$ cat config.mk
export PLATFORM = sky130hd
export DESIGN_NAME = serial_adder
export DESIGN_NICKNAME = d
export VERILOG_FILES = /design/src/rtl/serial_adder.sv
export SDC_FILE = /design/constraint.sdc
export NUM_CORES = 1
export LEC_CHECK = 0
export CAP_MARGIN = 10
export CORE_MARGIN = 5
export CORE_UTILIZATION = 40
export DETAILED_ROUTE_END_ITERATION = 8
export PLACE_DENSITY_LB_ADDON = 0.3
export SLEW_MARGIN = 20
export SYNTH_ARGS = -nofsm -noshare
export SYNTH_HDL_FRONTEND = slang
export SYNTH_HIERARCHICAL = 1
export SYNTH_SLANG_ARGS = --single-unit
$ cat constraint.sdc
create_clock -name clk -period 2.05 [get_ports clk]
set_clock_uncertainty 0.15 [all_clocks]
set_input_delay 0.41 -clock clk [delete_from_list [all_inputs] [get_ports clk]]
set_output_delay 0.41 -clock clk [all_outputs]
set_load 0.01 [all_outputs]
$ cat src/rtl/serial_adder.sv
// serial_adder -- bit-serial WIDTH-bit adder.
//
// A single 1-bit full-adder slice and a carry flop process the operands
// LSB first, one bit per clock. A start pulse captures a, b and c_in. The
// sum bits then collect in an internal shift register. When the last bit
// is done, sum and c_out are updated and done pulses for one cycle.
//
// Ports:
//   clk    in   system clock, rising edge
//   rst_n  in   asynchronous active-low reset
//   start  in   begin an addition (accepted in idle or in the done cycle)
//   a, b   in   WIDTH-bit operands, captured on the accept edge
//   c_in   in   carry-in, captured on the accept edge
//   busy   out  high while bits are shifted through the slice
//   done   out  one-cycle pulse, result valid from this cycle onward
//   sum    out  WIDTH-bit result register
//   c_out  out  final carry register

// Behavioural 1-bit full-adder cell: the slice used by serial_adder.
module full_adder_behavioural (
   output logic sum,
   output logic c_out,
   input  logic a,
   input  logic b,
   input  logic c_in
);

   always_comb begin
      sum   = a ^ b ^ c_in;
      c_out = (a & b) | (c_in & (a ^ b));
   end

endmodule

module serial_adder #(
   parameter int unsigned WIDTH = 8
) (
   input  logic             clk,
   input  logic             rst_n,
   input  logic             start,
   input  logic [WIDTH-1:0] a,
   input  logic [WIDTH-1:0] b,
   input  logic             c_in,
   output logic             busy,
   output logic             done,
   output logic [WIDTH-1:0] sum,
   output logic             c_out
);

   // The counter must be able to hold WIDTH.
   localparam int unsigned CW = (WIDTH < 2) ? 1 : $clog2(WIDTH + 1);

   typedef enum logic [1:0] {StIdle, StShift, StDone} state_e;

   state_e           state_q, state_d;
   logic [WIDTH-1:0] a_sh, b_sh, sum_sh, sum_next;
   logic [WIDTH:0]   sum_cat;
   logic [CW-1:0]    cnt;
   logic             carry;
   logic             slice_sum, slice_cout;
   logic             last, accept, shift_en;

   full_adder_behavioural u_slice (
      .sum   (slice_sum),
      .c_out (slice_cout),
      .a     (a_sh[0]),
      .b     (b_sh[0]),
      .c_in  (carry)
   );

   always_comb begin
      last     = (cnt == CW'(WIDTH - 1));
      // The new bit enters at the MSB. Concatenating before the shift
      // keeps this legal for WIDTH == 1.
      sum_cat  = {slice_sum, sum_sh};
      sum_next = sum_cat[WIDTH:1];
   end

   always_comb begin
      state_d  = state_q;
      accept   = 1'b0;
      shift_en = 1'b0;
      unique case (state_q)
         StIdle: begin
            if (start) begin
               accept  = 1'b1;
               state_d = StShift;
            end
         end
         StShift: begin
            // start is ignored here; nothing is queued.
            shift_en = 1'b1;
            if (last) begin
               state_d = StDone;
            end
         end
         StDone: begin
            if (start) begin
               accept  = 1'b1;
               state_d = StShift;
            end else begin
               state_d = StIdle;
            end
         end
         default: state_d = StIdle;
      endcase
   end

   always_comb begin
      busy = (state_q == StShift);
      done = (state_q == StDone);
   end

   always_ff @(posedge clk or negedge rst_n) begin
      if (!rst_n) begin
         state_q <= StIdle;
      end else begin
         state_q <= state_d;
      end
   end

   always_ff @(posedge clk or negedge rst_n) begin
      if (!rst_n) begin
         a_sh   <= '0;
         b_sh   <= '0;
         sum_sh <= '0;
         carry  <= 1'b0;
         cnt    <= '0;
         sum    <= '0;
         c_out  <= 1'b0;
      end else if (accept) begin
         a_sh  <= a;
         b_sh  <= b;
         carry <= c_in;
         cnt   <= '0;
      end else if (shift_en) begin
         a_sh   <= a_sh >> 1;
         b_sh   <= b_sh >> 1;
         carry  <= slice_cout;
         sum_sh <= sum_next;
         cnt    <= cnt + CW'(1);
         // The visible result changes only once, at the end of the operation.
         if (last) begin
            sum   <= sum_next;
            c_out <= slice_cout;
         end
      end
   end

endmodule

==> reports/qor.txt <==
Core area - 0.00397 mm²
Worst-Skew Late Latency - 0.29 ns
Syn. warnings - 6
Vias - 1239
Max cap viols - 0
Fill cells - 360
Global-route wire length before repair - 5670 µm
CP Buf/Inv Count - 2
First drt pass iteration count - 4
Layout overhead on the synthesized area - 27.2%
Wire per inst - 13.8 µm
Full die area - 0.00547 mm²
Reg2reg end - sum[3]
VDD IR max - 0.593 mV
Die Y - 74.0 µm
Clock Path Buffers - 2
Reg2Reg Depth - 4
H-tree depth - 2
Nets - 216
Most frequent cells in the layout - nand2_1 (53), dfrtp_1 (39), clkdlybuf4s50_1 (27)
Largest cells by area after synthesis - dfrtp_1 (60%), nand2_1 (12%), mux2_2 (6.9%), a31oi_1 (4.6%), nor2_1 (3.2%)
Final Hold Vio Count - 0
TritonCTS Buffers - 5
Overall power - 3.11 mW
Startpoint Class - register
GP Congestion - 0.733
Antenna-violating nets left - 0
R2r startpoint - cnt[0]
Crit. Startpoint - state_q[1]
Mapped Cells - 160
Share of layout cells above drive strength 1 - 0.128
Seq cells post-synth - 39
Total track usage - 0.138
DP Cell Count - 237
Cell Area, Synth - 0.00164 mm²
Highest-delay cell along the critical path - dfrtp_1
Via density - 5.06
Synth unique cells - 24
Wirelength, routed - 3390 µm
CP required - 1.49 ns
Pin count of the biggest net entering global routing - 40
Critical Path Max Stage Delay - 0.39 ns
Power per Cell Area - 1500 mW/mm²
CP top delay family - flip-flops
Maximum clock rate - 544 MHz
Chip width - 74.0 µm
Row count - 23
RSZ-0062 raised after global routing - false
Setup slack, reg-to-reg - 0.27 ns
Crit path cell chain - nand2b_1, inv_1, dlygate4sd2_1
# setup viols final - 0
Setup TNS - 0 ns
CP arrival - 1.28 ns
Top cell type's share of synthesized area - 0.596
Clock Sink Count - 39
Root buf cell - clkbuf_8
Sequential fraction of the synthesis area - 0.596
Clk pin slew, worst setup/hold paths - 0.07 ns
Most common cell after layout, fill and taps aside - nand2_1
CP max FO - 4
Placed inst area - 0.00200 mm²
Min cycle time layout - 1.84 ns
Ports - 31
Cell taking the most area after synthesis - dfrtp_1
Final Max Slew Viols - 0
Overflow after GRT - 0
HP Class - primary input to asynchronous set/reset pin
Number of global-route vias before repair - 1256
DR DRC count - 0
Slew HR - 0.672
Avg Inst Size Synth - 10.2 µm²
Crit Path Class - register to output port
Ant. Diodes - 0
TritonCTS clock tree - yes
Port-buffer cells - 30
Fin worst setup slack - 0.211 ns
Worst-Margin Slew - 0.491 ns
Starting Density - 0.412
Finished Cell Area - 0.00208 mm²
Non-filler cells, final - 245
Period utilisation layout - 0.897
Pleak - 0.966 nW
Initial drt markers - 68
CP Capture Type - output port
Syn nets - 182
Post-CTS Setup Bufs - 0
Status - finished clean
Final HPWL DP - 2380 µm
Initial antenna violation count - 0
Dpl ws - 0.211 ns
metal layers:
metal,up-vias,wire length (µm),track usage
met3,6,157,0.0243
met2,30,1750,0.239
li1,602,-,-
met1,601,1420,0.158
met4,0,61,0.0845
met5,-,0,0
where the power goes:
part           switching [mW]  total (mW)  internal (mW)
Sequential              0.218        1.35           1.13
Clock                   0.259       0.497          0.237
Combinational           0.650        1.27          0.616
synthesized netlist by cell type (all sizes together):
cell,n
a21oi,1
a22oi,2
nand4,1
nor2b,1
buf,3
ha,1
nand2,53
o21ai,2
nand2b,2
nor2,14
o22ai,1
nand3,3
nor3,2
clkbuf,6
a31oi,12
fa,1
mux2,10
mux2i,2
inv,1
dfrtp,39
a22o,2
and2b,1
area by class of cell:
class	instances	area (µm²)	area share
inverters	1	3.75	0.00180
repair buffers	36	342	0.164
clock buffers	6	72.6	0.0348
clock inverters	2	12.5	0.00601
flip-flops and latches	39	976	0.468
well taps	50	62.6	0.0300
multi-input cells	111	614	0.295
state kept, by name (all words and copies together) (netlist names):
register,count
cnt,4
sum,8
a_sh,8
state_q,2
c_out,1
carry,1
sum_sh,7
b_sh,8
cell families after synthesis:
| group | share of synthesized area |
|---|---|
| compound gates | 0.0787 |
| simple gates | 0.196 |
| flops | 0.596 |
| buf+inv | 0.0290 |
| mux | 0.0810 |
| fa+ha+maj | 0.0199 |
worst max-delay path by stage:
stage	cells past startpoint	end	slack [ns]
2_1_floorplan	5	busy	0.44
3_3_place_gp	5	a_sh[1]	0.24
3_5_place_dp	5	a_sh[5]	0.21
4_1_cts	2	done	0.02
5_1_grt	3	busy	0.13
6_report	3	busy	0.21
per-stage QoR:
step	hold WS [ns]	util
floorplan	-0.0356	-
global placement	0.308	0.503
detailed placement	0.319	0.503
CTS	0.0299	0.524
global route	0.0489	0.525
finish	0.0132	0.525
repair_timing:
| item | 4_1_cts | 5_1_grt |
|---|---|---|
| pin swaps | 0 | 0 |
| hold buffers | 0 | 0 |
| resized for setup | 1 | 1 |
| setup endpoints to repair | 1 | 1 |
No activity file was read; power rests on OpenSTA's default activity.
